### src/rtl/capture_pkg.sv
// Shared definitions for the frame capture path: state encoding, channel
// slicing and the ICX sensor window geometry used by the timing generator.
package capture_pkg;

  localparam int unsigned ICX_ADDR  = 12;
  localparam int unsigned ICX_WIN_W = 64;
  localparam int unsigned ICX_WIN_H = 64;
  localparam int unsigned ICX_X_OFF = 16;
  localparam int unsigned ICX_Y_OFF = 8;

  localparam int unsigned CH_W    = 16;
  localparam int unsigned CH0_LSB = 0;
  localparam int unsigned CH1_LSB = 16;

  typedef enum logic [1:0] {
    ST_IDLE    = 2'd0,
    ST_ARMED   = 2'd1,
    ST_SKIPY   = 2'd2,
    ST_CAPTURE = 2'd3
  } cap_state_e;

  // Pick one 16-bit channel out of a deserialized pixel word.
  function automatic logic [CH_W-1:0] ch_slice(input logic [2*CH_W-1:0] word,
                                               input logic            sel);
    ch_slice = sel ? word[CH1_LSB +: CH_W] : word[CH0_LSB +: CH_W];
  endfunction

endpackage

### src/rtl/frame_capture_win_counter.sv
// Position counter along one image dimension: counts steps since the last
// clear, saturates one past the window end and reports whether the current
// position lies inside the window and how far into it.
module win_counter #(
  parameter int unsigned OFF = 16,
  parameter int unsigned WIN = 64,
  parameter int unsigned CW  = $clog2(OFF + WIN + 1),
  parameter int unsigned PW  = $clog2(WIN + 1)
) (
  input  logic          clk_i,
  input  logic          rst_ni,
  input  logic          clear_i,
  input  logic          step_i,
  output logic          hit_o,
  output logic [PW-1:0] pos_o,
  output logic          full_o
);

  localparam logic [CW-1:0] LO = CW'(OFF);
  localparam logic [CW-1:0] HI = CW'(OFF + WIN);

  logic [CW-1:0] cnt_q, cnt_d;

  // Advance on each step, holding at the window end so it never wraps.
  always_comb begin
    cnt_d = cnt_q;
    if (clear_i) begin
      cnt_d = '0;
    end else if (step_i && (cnt_q != HI)) begin
      cnt_d = cnt_q + CW'(1);
    end
  end

  // Count register.
  always_ff @(posedge clk_i or negedge rst_ni) begin
    if (!rst_ni) begin
      cnt_q <= '0;
    end else begin
      cnt_q <= cnt_d;
    end
  end

  // Window compare; pos is also the number of in-window steps seen so far.
  always_comb begin
    hit_o  = (cnt_q >= LO) && (cnt_q < HI);
    full_o = (cnt_q == HI);
    pos_o  = (cnt_q >= LO) ? PW'(cnt_q - LO) : '0;
  end

endmodule

### src/rtl/frame_capture.sv
// Armed single-shot window capture between the LVDS deserializer and BRAM
// port A. Crops WIN_W x WIN_H pixels at (X_OFF, Y_OFF) from one channel and
// writes them row-major from address 0.
module frame_capture
  import capture_pkg::*;
#(
  parameter int unsigned ADDR  = ICX_ADDR,
  parameter int unsigned WIN_W = ICX_WIN_W,
  parameter int unsigned WIN_H = ICX_WIN_H,
  parameter int unsigned X_OFF = ICX_X_OFF,
  parameter int unsigned Y_OFF = ICX_Y_OFF
) (
  input  logic            clk,
  input  logic            rst_n,
  input  logic [31:0]     pix_data,
  input  logic            pix_valid,
  input  logic            line_start,
  input  logic            frame_start,
  input  logic            ch_sel,
  input  logic            arm,
  input  logic            abort,
  output logic            mem_we,
  output logic [ADDR-1:0] mem_addr,
  output logic [15:0]     mem_din,
  output logic            busy,
  output logic            done,
  output logic            err_sync
);

  localparam int unsigned PW  = $clog2(WIN_W + 1);
  localparam int unsigned LCW = (Y_OFF > 0) ? $clog2(Y_OFF + 1) : 1;
  localparam int unsigned RW  = (WIN_H > 1) ? $clog2(WIN_H) : 1;

  localparam logic [RW-1:0]   ROW_LAST  = RW'(WIN_H - 1);
  localparam logic [PW-1:0]   COL_LAST  = PW'(WIN_W - 1);
  localparam logic [LCW-1:0]  LINE_SKIP = LCW'(Y_OFF);
  localparam logic [ADDR-1:0] ROW_STEP  = ADDR'(WIN_W);

  cap_state_e      state_q, state_d;
  logic [LCW-1:0]  line_cnt_q, line_cnt_d;
  logic [RW-1:0]   row_q, row_d;
  logic [ADDR-1:0] base_q, base_d;
  logic            done_q, done_d;
  logic            err_q, err_d;
  logic            ch_q, ch_d;
  logic            mem_we_q, mem_we_d;
  logic [ADDR-1:0] mem_addr_q, mem_addr_d;
  logic [15:0]     mem_din_q, mem_din_d;

  logic            capturing, sof, enter_cap, accept, last_px, line_end, first_pend;
  logic [LCW-1:0]  lc;
  logic            hit, full;
  logic [PW-1:0]   pos;

  win_counter #(
    .OFF (X_OFF),
    .WIN (WIN_W)
  ) u_pix (
    .clk_i   (clk),
    .rst_ni  (rst_n),
    .clear_i (!capturing || abort || frame_start || line_start),
    .step_i  (capturing && pix_valid),
    .hit_o   (hit),
    .pos_o   (pos),
    .full_o  (full)
  );

  // A frame_start outside IDLE restarts line counting; a line_start in the
  // same cycle is then that frame's first line. Y_OFF lines are skipped and
  // the following line_start opens row 0.
  assign capturing  = (state_q == ST_CAPTURE);
  assign sof        = frame_start && (state_q != ST_IDLE);
  assign lc         = sof ? '0 : line_cnt_q;
  assign enter_cap  = !abort && line_start && (lc == LINE_SKIP) &&
                      (sof || (state_q == ST_SKIPY));
  assign accept     = capturing && !abort && !frame_start && !line_start &&
                      pix_valid && hit;
  assign last_px    = accept && (row_q == ROW_LAST) && (pos == COL_LAST);
  assign line_end   = capturing && !abort && !frame_start && line_start;
  assign first_pend = (row_q == '0) && (pos == '0);

  // State register.
  always_ff @(posedge clk or negedge rst_n) begin
    if (!rst_n) begin
      state_q <= ST_IDLE;
    end else begin
      state_q <= state_d;
    end
  end

  // Next-state logic; abort wins over everything.
  always_comb begin
    state_d = state_q;
    if (abort) begin
      state_d = ST_IDLE;
    end else begin
      unique case (state_q)
        ST_IDLE:    if (arm) state_d = ST_ARMED;
        ST_ARMED:   if (frame_start) state_d = enter_cap ? ST_CAPTURE : ST_SKIPY;
        ST_SKIPY:   if (enter_cap) state_d = ST_CAPTURE;
        ST_CAPTURE: begin
          if (frame_start) begin
            state_d = enter_cap ? ST_CAPTURE : ST_SKIPY;
          end else if (last_px) begin
            state_d = ST_IDLE;
          end
        end
        default:    state_d = ST_IDLE;
      endcase
    end
  end

  // FSM outputs.
  always_comb begin
    busy = (state_q != ST_IDLE);
  end

  // Line/row bookkeeping, sticky flags and the next BRAM write.
  always_comb begin
    line_cnt_d = line_cnt_q;
    row_d      = row_q;
    base_d     = base_q;
    done_d     = done_q;
    err_d      = err_q;
    ch_d       = ch_q;
    mem_we_d   = accept;
    mem_addr_d = mem_addr_q;
    mem_din_d  = mem_din_q;

    if (!abort && (state_q == ST_IDLE) && arm) begin
      done_d = 1'b0;
      err_d  = 1'b0;
      ch_d   = ch_sel;
    end

    if (!abort && (sof || (state_q == ST_SKIPY)) && line_start && !enter_cap) begin
      line_cnt_d = lc + LCW'(1);
    end else if (sof) begin
      line_cnt_d = '0;
    end

    if (capturing && frame_start && !abort) begin
      err_d = 1'b1;
    end

    if (enter_cap) begin
      row_d  = '0;
      base_d = '0;
    end

    if (line_end && !first_pend) begin
      if (!full) begin
        err_d = 1'b1;
      end
      if (row_q != ROW_LAST) begin
        row_d  = row_q + RW'(1);
        base_d = base_q + ROW_STEP;
      end
    end

    if (accept) begin
      mem_addr_d = base_q + ADDR'(pos);
      mem_din_d  = ch_slice(pix_data, ch_q);
    end

    if (last_px) begin
      done_d = 1'b1;
    end
  end

  // Datapath registers.
  always_ff @(posedge clk or negedge rst_n) begin
    if (!rst_n) begin
      line_cnt_q <= '0;
      row_q      <= '0;
      base_q     <= '0;
      done_q     <= 1'b0;
      err_q      <= 1'b0;
      ch_q       <= 1'b0;
      mem_we_q   <= 1'b0;
      mem_addr_q <= '0;
      mem_din_q  <= '0;
    end else begin
      line_cnt_q <= line_cnt_d;
      row_q      <= row_d;
      base_q     <= base_d;
      done_q     <= done_d;
      err_q      <= err_d;
      ch_q       <= ch_d;
      mem_we_q   <= mem_we_d;
      mem_addr_q <= mem_addr_d;
      mem_din_q  <= mem_din_d;
    end
  end

  assign mem_we   = mem_we_q;
  assign mem_addr = mem_addr_q;
  assign mem_din  = mem_din_q;
  assign done     = done_q;
  assign err_sync = err_q;

endmodule

### config.mk
export PLATFORM = sky130hd
export DESIGN_NAME = frame_capture
export DESIGN_NICKNAME = d
export VERILOG_FILES = /design/src/rtl/capture_pkg.sv /design/src/rtl/frame_capture_win_counter.sv /design/src/rtl/frame_capture.sv
export SDC_FILE = /design/constraint.sdc
export NUM_CORES = 1
export LEC_CHECK = 0
export BUFFER_PORTS_ARGS = -buffer_cell sky130_fd_sc_hd__buf_4
export CORE_ASPECT_RATIO = 0.6
export CORE_MARGIN = 1
export CORE_UTILIZATION = 40
export CTS_CLUSTER_DIAMETER = 80
export DETAILED_ROUTE_END_ITERATION = 7
export PLACE_DENSITY_LB_ADDON = 0.25
export SYNTH_ARGS = -nofsm -noshare
export SYNTH_HDL_FRONTEND = slang
export SYNTH_SLANG_ARGS = --single-unit
### constraint.sdc
create_clock -name clk -period 4.5 [get_ports clk]
set_clock_uncertainty 0.2 [all_clocks]
set_input_delay 1.35 -clock clk [delete_from_list [all_inputs] [get_ports clk]]
set_output_delay 1.35 -clock clk [all_outputs]
set_load 0.03 [all_outputs]
# == Yosys cells after proc, flatten, opt, wreduce, memory -nomap -nowiden ==
# Index checks and enable logic that the tools add are counted.
# Widths: inputs -> output; s select.
# word_totals
romBits,0
out_inout_bits,32
ram_bits,0
mem_count,0
regBits,63
latch_bits,0
# op_classes
div_mod_pow,0
n_mul,0
n_eq_ne,13
n_shift,0
mux,26
addsub,6
bitwise_logic,0
magnitude_cmp,2
n_reduce_logical,41
# ops
op,count
$mux 12,3
$logic_and 1x1->1,24
$mux 7,3
$mux 6,3
$mux 16,1
$add 12x7->12,1
$add 12x7->12 const B,1
$mux 2,6
$ne 3x3->1 const B,3
$mux 4,2
$pmux 2 s4,1
$add 7x1->7 const B,1
$eq 7x6->1 const B,1
$eq 7x7->1 const B,1
$ge 7x5->1 const B,1
$logic_not 7->1,1
$lt 7x7->1 const B,1
$mux 1,7
$ne 7x7->1 const B,1
$sub 7x5->7 const B,1
$add 6x1->6 const B,1
$eq 6x6->1 const B,1
$logic_not 1->1,6
$logic_not 6->1,1
10 further kinds,16

# == Longest topological paths before layout ==
# Gate-level depths: netlist of the first run.
# depth
ltp_word,12
mapped_depth,12

# == Hierarchy ==
# A second synthesis of the first run with hierarchy kept.
# hier_totals
hier_cells,359
area_unflattened_um2,3477.1
# by_module_without_submodules
module,area_per_inst_um2,cells_per_inst,n_inst
frame_capture,2939.1,295,1
win_counter,538.0,64,1

# == Least setup slack after synthesis of the first run ==
# OpenSTA, ideal clock, no wires.
# synth_path
kind,input port to flip-flop
from,in abort
to,reg base_q[10]
path_stages,8
path_slack_ns,1.136
arrival_time_ns,3.038
required_ns,4.174
cell_sequence,or3b_1 or3_1 buf_6 nand2b_4 buf_6 o21a_1 buf_6 a221o_1
# synth_via
elab_chain_cells,7
# synth_rtl
element,line_no,source
from (decl),frame_capture.sv:21,"input logic abort,"
$logic_not 1->1 *,"frame_capture.sv:74, frame_capture.sv:79",
$logic_and 1x1->1 (3 in a row),frame_capture.sv:74,assign enter_cap = !abort && line_start && (lc == LINE_SKIP) &&
$mux 12,frame_capture.sv:146,if (enter_cap) begin
$mux 12,frame_capture.sv:155,if (row_q != ROW_LAST) begin
$mux 12 *,frame_capture.sv:151,if (line_end && !first_pend) begin
net base_d[10],frame_capture.sv:42,"logic [ADDR-1:0] base_q, base_d;"
to (signal assigned),frame_capture.sv:186,base_q <= base_d;
to (decl),frame_capture.sv:42,
# The timed path passes the listed nets; every way through them passes the cells marked *.
# A chain may end at the register's enable or synchronous reset.

# == Worst setup path after layout of the first run ==
# layout_path
from,reg u_pix.cnt_q[6]
to,"reg mem_addr_q[11], in the netlist mem_addr[11]"
# layout_via
elab_chain_cells,3
# layout_rtl
element,line_no,source
from (decl),frame_capture_win_counter.sv:22,"logic [CW-1:0] cnt_q, cnt_d;"
from (signal assigned),frame_capture_win_counter.sv:39,cnt_q <= cnt_d;
$sub 7x5->7 (tied with other cells),frame_capture_win_counter.sv:47,pos_o = (cnt_q >= LO) ? PW'(cnt_q - LO) : '0;
$mux 7 or $logic_and 1x1->1 (tied branches),"frame_capture_win_counter.sv:47, frame_capture_win_counter.sv:45",
$add 12x7->12 or $logic_and 1x1->1 (tied branches),"frame_capture.sv:162, frame_capture.sv:77",
to (signal assigned),frame_capture.sv:191,mem_addr_q <= mem_addr_d;
to (decl),frame_capture.sv:47,"logic [ADDR-1:0] mem_addr_q, mem_addr_d;"
# Parallel ways exist; a longest one is shown, timed or not.

==> results.sh, run 1 <==
export IMPL_status="complete, no violations"
export IMPL_cts_sinks=63
export IMPL_critical_path_class="flip-flop to flip-flop"
export IMPL_finalCritPeriodShare=0.758
export IMPL_cp_arrival_ns=3.40
export IMPL_drt_total_wl_um=7680
export IMPL_post_route_cells_drive_above_1_share=0.224
export IMPL_drtIter0Drc=173
export IMPL_grt_pass1_vias=2580
export IMPL_worst_pin_slew_ns=0.858
export IMPL_cts_setup_buffers=0
export IMPL_synth_ff_type="dfrtp_1"
export IMPL_hp_start="mem_addr[1]"
export IMPL_yosysTopAreaCellShare=0.454
export IMPL_yosys_area_top_type="dfrtp_1"
export IMPL_numCtsBuffers=9
export IMPL_row_count=25
export IMPL_postSynthCellCount=363
export IMPL_p_seq_frac=0.425
export IMPL_drt_pre_antenna_iters=4
export IMPL_post_cts_resized=0
export IMPL_clock_latency_ns=0.33
export IMPL_cts_root_buf="clkbuf_16"
export IMPL_path_max_fanout=7
export IMPL_min_period_ns=3.41
export IMPL_rsz0062_at_grt="no"
export IMPL_finalNetCount=486
export IMPL_crit_path_start_kind="flip-flop"
export IMPL_ioPinCount=72
export IMPL_met3_usage=0.0506
export IMPL_fin_area_um2=4370
export IMPL_die_area_um2=9070
export IMPL_endpoint_kind="flip-flop"
export IMPL_switching_share=0.219
export IMPL_vias=2742
export IMPL_postLayoutCoreUtil=0.537
export IMPL_vdd_ir_drop_max_mv=0.246
export IMPL_slew_headroom=0.428
export IMPL_synth_seq_area_share=0.454
export IMPL_comb_power_share=0.082
export IMPL_ys_warn_count=0
export IMPL_intPower_w=0.00111
export IMPL_ys_types=49
export IMPL_core_area_um2=8130
export IMPL_area_delta_synth_final_pct=25.8
export IMPL_grt_ovfl_total=0
export IMPL_clkPwrFrac=0.494
export IMPL_cts_path_max_buffers=2
export IMPL_die_w_um=122
export IMPL_crit_path_start="u_pix.cnt_q[6]"
export IMPL_synthArstFlopShare=1.00
export IMPL_synthTopCellsByArea="dfrtp_1 (45%), ha_1 (6.1%), nand2_1 (5.4%)"
export IMPL_clk_pin_slew_ns=0.05
export IMPL_met2_usage=0.253
export IMPL_viasPerCell=5.07
export IMPL_grt_use_total=0.184
export IMPL_drc=0
export IMPL_wl_per_cell_um=14.2
export IMPL_synth_edf_count=0
export IMPL_cts_max_level=3
export IMPL_grt_pass1_wl_um=12600
export IMPL_start_util=0.427
export IMPL_hold_viol_final=0
export IMPL_avgSynthCellArea_um2=9.56
export IMPL_setup_violations=0
export IMPL_slew_viol_final=0
export IMPL_cp_required_ns=4.49
export IMPL_placed_cell_area_um2=4060
export IMPL_worstHoldPathType="flip-flop to flip-flop"
export IMPL_syn_nets=421
export IMPL_grt_max_degree=64
export IMPL_gp_congestion=0.840
export IMPL_synth_seq_cells=63
export IMPL_r2r_start="u_pix.cnt_q[6]"
export IMPL_die_h_um=74.2
export IMPL_fmax_ghz=0.293
export IMPL_p_per_area_nw_per_um2=327
export IMPL_cts_tree="built"
export IMPL_total_leakage_power_nw=2.14
export IMPL_grt_antenna_before_repair=0
export IMPL_p_sw_w=0.000312
export IMPL_tns_ns=0
export IMPL_detail_route_antenna_nets=0
export IMPL_busiest_layer="met1"
export IMPL_diodes=0
export IMPL_use_met1=0.271
export IMPL_hpwl_um=5800
export IMPL_holdBufCountCts=0
export IMPL_syn_cell_area_um2=3470
export IMPL_io_buffers=71
export IMPL_drv_cap=0
path summary, 6_finish.rpt:
check                                      end  slack, ns  cells past startpoint
worst max-delay path              mem_addr[11]       1.09                      9
worst min-delay path               mem_addr[1]       0.28                      2
worst max register to register    mem_addr[11]       1.09                      9
worst min register to register     mem_addr[1]       0.28                      2
max in group asynchronous          mem_addr[5]       2.68                      1
min in group asynchronous       u_pix.cnt_q[3]       0.90                      1
critical path: stages, from the launching register on:
cell and delay (ns):
dfrtp_1 0.46, or3_1 0.45, a21oi_1 0.37, nor2_1 0.11, ha_1 0.24, or3_1 0.44
a221oi_1 0.52, nor4_1 0.13, xnor2_1 0.23, o21ai_0 0.11
per-layer routing:
layer / up-vias / part of all wire
met5: - / 0
met4: 0 / 0.0095
met3: 9 / 0.054
met2: 57 / 0.44
met1: 1282 / 0.50
li1: 1394 / -
layout by cell type, fill, tap and decap left out, types with 2 or more instances in the layout:
cell / instances
buf_4: 72
dfrtp_1: 63
nand2_1: 50
o21ai_0: 33
nor2_1: 28
inv_1: 18
mux2i_1: 18
ha_1: 17
xor2_1: 11
nand3_1: 10
clkbuf_16: 9
xnor2_1: 8
and2_1: 8
a21oi_1: 7
nor3_1: 7
o31ai_1: 4
a221o_1: 4
mux2_2: 4
and3_1: 4
or3_1: 3
nor4_1: 3
or2_2: 3
o21a_1: 3
nor2b_1: 3
nand4_1: 3
a21o_1: 3
clkbuf_8: 3
o211ai_1: 2
a211o_1: 2
nor4b_1: 2
nor3b_1: 2
o311ai_0: 2
a221oi_1: 2
a31oi_1: 2
o221ai_1: 2
clkinv_2: 2
power by group through the flow:
| stage | Sequential (W) | Clock, W | Combinational, W |
|---|---|---|---|
| 6_report | 0.000606 | 0.000704 | 0.000116 |
| 5_1_grt | 0.000609 | 0.000749 | 0.000130 |
| 4_1_cts | 0.000606 | 0.000721 | 0.000119 |
| 3_5_place_dp | 0.000615 | 0 | 0.000119 |
| 3_3_place_gp | 0.000615 | 0 | 0.000115 |
| 2_1_floorplan | 0.000597 | 0 | 0.0000788 |
cell type report:
cell class                 count  area (um^2)
multi-input combinational    264         1740
fill                         734         3770
sequential                    63         1580
tap                          108          135
inverter                      18         67.6
clock inverter                 3         40.0
timing repair buffer          72          541
clock buffer                  13          270
through the flow:
step | power, W | instances | setup WS (ns) | hold slack (ns)
4_1_cts | 0.00145 | 541 | 1.05 | 0.284
6_report | 0.00143 | 541 | 1.09 | 0.277
3_3_place_gp | 0.000730 | 525 | 0.988 | 0.264
5_1_grt | 0.00149 | 541 | 0.870 | 0.307
3_5_place_dp | 0.000734 | 525 | 0.968 | 0.272
2_1_floorplan | 0.000676 | 363 | 1.14 | 0.260
synthesized netlist by cell type, types with 2 or more instances:
master,instances
and2_1,8
a211o_1,2
nor3b_1,2
nand3_1,10
buf_2,5
a221oi_1,2
o21a_1,3
nor2b_1,3
a221o_1,4
nor4b_1,2
mux2_2,4
nor2_1,28
or2_2,3
dfrtp_1,63
mux2i_1,18
xor2_1,11
xnor2_1,8
o31ai_1,4
o21ai_0,33
or3_1,3
a21o_1,3
nor3_1,7
nor4_1,3
inv_1,18
o221ai_1,2
and3_1,4
ha_1,17
nand4_1,3
o311ai_0,2
a31oi_1,2
a21oi_1,7
o211ai_1,2
nand2_1,50
buf_6,3
clkbuf_1,10
cell families (layout without fill, tap and decap cells):
kind of cell / count (synthesis) / after routing / synth area share
adder cells (fa/ha/maj): 18 / 18 / 0.0671
XOR/XNOR: 19 / 19 / 0.0479
AO/OA/AOI/OAI: 71 / 71 / 0.132
flip-flops: 63 / 63 / 0.454
buffers and inverters: 36 / 106 / 0.0472
multiplexers: 22 / 22 / 0.0649
AND/OR/NAND/NOR: 134 / 134 / 0.187
sequential cells by signal (all words and copies together) (netlist names):
name,count
mem_addr,12
mem_we,1
row_q,6
base_q,12
err_sync,1
line_cnt_q,4
ch_q,1
state_q,2
u_pix.cnt_q,7
mem_din,16
done,1
No activity file was read; power rests on OpenSTA's default activity.
==> run 2, diff against run 1 <==
- clock period: 4.5 -> 2.9 ns (I/O delays scaled with it)
==> results.sh, run 2 (synthesis gave the netlist of run 1 again) <==
export IMPL_status="complete, no violations"
export IMPL_vdd_ir_drop_max_mv=0.252
export IMPL_ioPinCount=72
export IMPL_hold_viol_final=0
export IMPL_finalNetCount=504
export IMPL_cts_path_max_buffers=2
export IMPL_p_per_area_nw_per_um2=489
export IMPL_grt_max_degree=64
export IMPL_diodes=0
export IMPL_cts_max_level=3
export IMPL_post_route_cells_drive_above_1_share=0.273
export IMPL_grt_pass1_wl_um=13300
export IMPL_drt_pre_antenna_iters=4
export IMPL_die_h_um=74.2
export IMPL_fmax_ghz=0.365
export IMPL_viasPerCell=4.99
export IMPL_total_leakage_power_nw=2.25
export IMPL_cp_buffers_inverters=1
export IMPL_clkPwrFrac=0.493
export IMPL_core_area_um2=8130
export IMPL_vias=2789
export IMPL_clock_latency_ns=0.33
export IMPL_wl_per_cell_um=14.3
export IMPL_setup_violations=0
export IMPL_p_sw_w=0.000493
export IMPL_slew_viol_final=0
export IMPL_min_period_ns=2.74
export IMPL_clk_pin_slew_ns=0.05
export IMPL_grt_use_total=0.194
export IMPL_die_area_um2=9070
export IMPL_place_ws_ns=-0.0000793
export IMPL_cp_arrival_ns=2.74
export IMPL_area_delta_synth_final_pct=31.3
export IMPL_gp_congestion=0.851
export IMPL_path_max_fanout=5
export IMPL_dp_cells=543
export IMPL_finalCritPeriodShare=0.944
export IMPL_drv_cap=0
export IMPL_grt_antenna_before_repair=0
export IMPL_cts_sinks=63
export IMPL_layout_common_cells="buf_4 (89), dfrtp_1 (62), nand2_1 (50), o21ai_0 (32), nor2_1 (28)"
export IMPL_worst_pin_slew_ns=0.864
export IMPL_grt_pass1_vias=2662
export IMPL_start_util=0.427
export IMPL_drt_total_wl_um=7990
export IMPL_worstHoldPathType="flip-flop to flip-flop"
export IMPL_cp_slowest_stage_delay_ns=0.42
export IMPL_postLayoutCoreUtil=0.560
export IMPL_die_w_um=122
export IMPL_fin_cells=559
export IMPL_intPower_w=0.00173
export IMPL_critical_path_class="flip-flop to flip-flop"
export IMPL_final_common_cell="buf_4"
export IMPL_cts_root_buf="clkbuf_16"
export IMPL_rsz0062_at_grt="yes"
export IMPL_detail_route_antenna_nets=0
export IMPL_path_cells="or3_1, buf_4, and2_1, ha_1, nor2b_1, o31a_1, o221ai_1, xor2_1, o21ai_0"
export IMPL_slowest_stage="dfrtp_1"
export IMPL_fin_ws_ns=0.162
export IMPL_numCtsBuffers=9
export IMPL_crit_path_start_kind="flip-flop"
export IMPL_hpwl_um=5970
export IMPL_grt_ovfl_total=0
export IMPL_tns_ns=0
export IMPL_io_buffers=71
export IMPL_drc=0
export IMPL_crit_family="simple AND/OR/NAND/NOR gates"
export IMPL_cts_tree="built"
export IMPL_endpoint_kind="flip-flop"
export IMPL_slew_headroom=0.424
export IMPL_cp_required_ns=2.90
export IMPL_row_count=25
export IMPL_drtIter0Drc=159
export IMPL_comb_power_share=0.086
export IMPL_p_seq_frac=0.421
export IMPL_largest_reg_flops=16
export IMPL_switching_share=0.221
[run 2: cell type report]
type,count,area [um^2]
sequential,63,1580
fill,743,3580
multi-input combinational,264,1780
inverter,18,67.6
clock buffer,13,270
tap,108,135
clock inverter,3,40.0
timing repair buffer,90,688
[run 2: metrics by stage]
step                      hold slack [ns]  instance area [um^2]  total power, W
after global placement              0.263                  4200         0.00114
after detailed placement            0.273                  4200         0.00114
after floorplan                     0.260                  3470         0.00105
final                               0.281                  4560         0.00223
after global routing                0.318                  4560         0.00232
after CTS                           0.285                  4520         0.00226
[run 2: power groups by stage]
stage	Clock, W	Sequential [W]	Combinational, W
finish	0.00110	0.000937	0.000191
global route	0.00116	0.000940	0.000211
CTS	0.00113	0.000936	0.000194
detailed placement	0	0.000951	0.000193
global placement	0	0.000950	0.000186
floorplan	0	0.000927	0.000122
[run 2: path summary, 6_finish.rpt]
kind | endpoint | slack [ns] | start | cells past startpoint
setup / recovery | mem_addr[8] | 0.16 | u_pix.cnt_q[5] | 9
hold reg to reg | mem_din[9] | 0.28 | mem_din[9] | 2
max in group asynchronous | u_pix.cnt_q[4] | 1.51 | rst_n | 1
setup reg to reg | mem_addr[8] | 0.16 | u_pix.cnt_q[5] | 9
hold / removal | mem_din[9] | 0.28 | mem_din[9] | 2
min in group asynchronous | u_pix.cnt_q[3] | 0.41 | rst_n | 1
[run 2: routing by layer]
layer | vias to the layer above | part of all wire | track usage
met5 | - | 0 | 0
met4 | 0 | 0.010 | 0.0718
met3 | 8 | 0.044 | 0.0652
met2 | 46 | 0.43 | 0.262
met1 | 1311 | 0.52 | 0.285
li1 | 1424 | - | -
[run 2: what timing repair did]
action / 4_1_cts / 5_1_grt
setup endpoints to repair: 3 / 6
buffers inserted: 0 / 0
hold endpoints to repair: 0 / 0
cloned: 0 / 0
hold buffers: 0 / 0
gates resized for setup: 1 / 8
[run 2: worst min-delay path: stages, from the launching register on]
cell and delay (ns):
dfrtp_1 0.34, nand2_1 0.04, o21ai_0 0.06
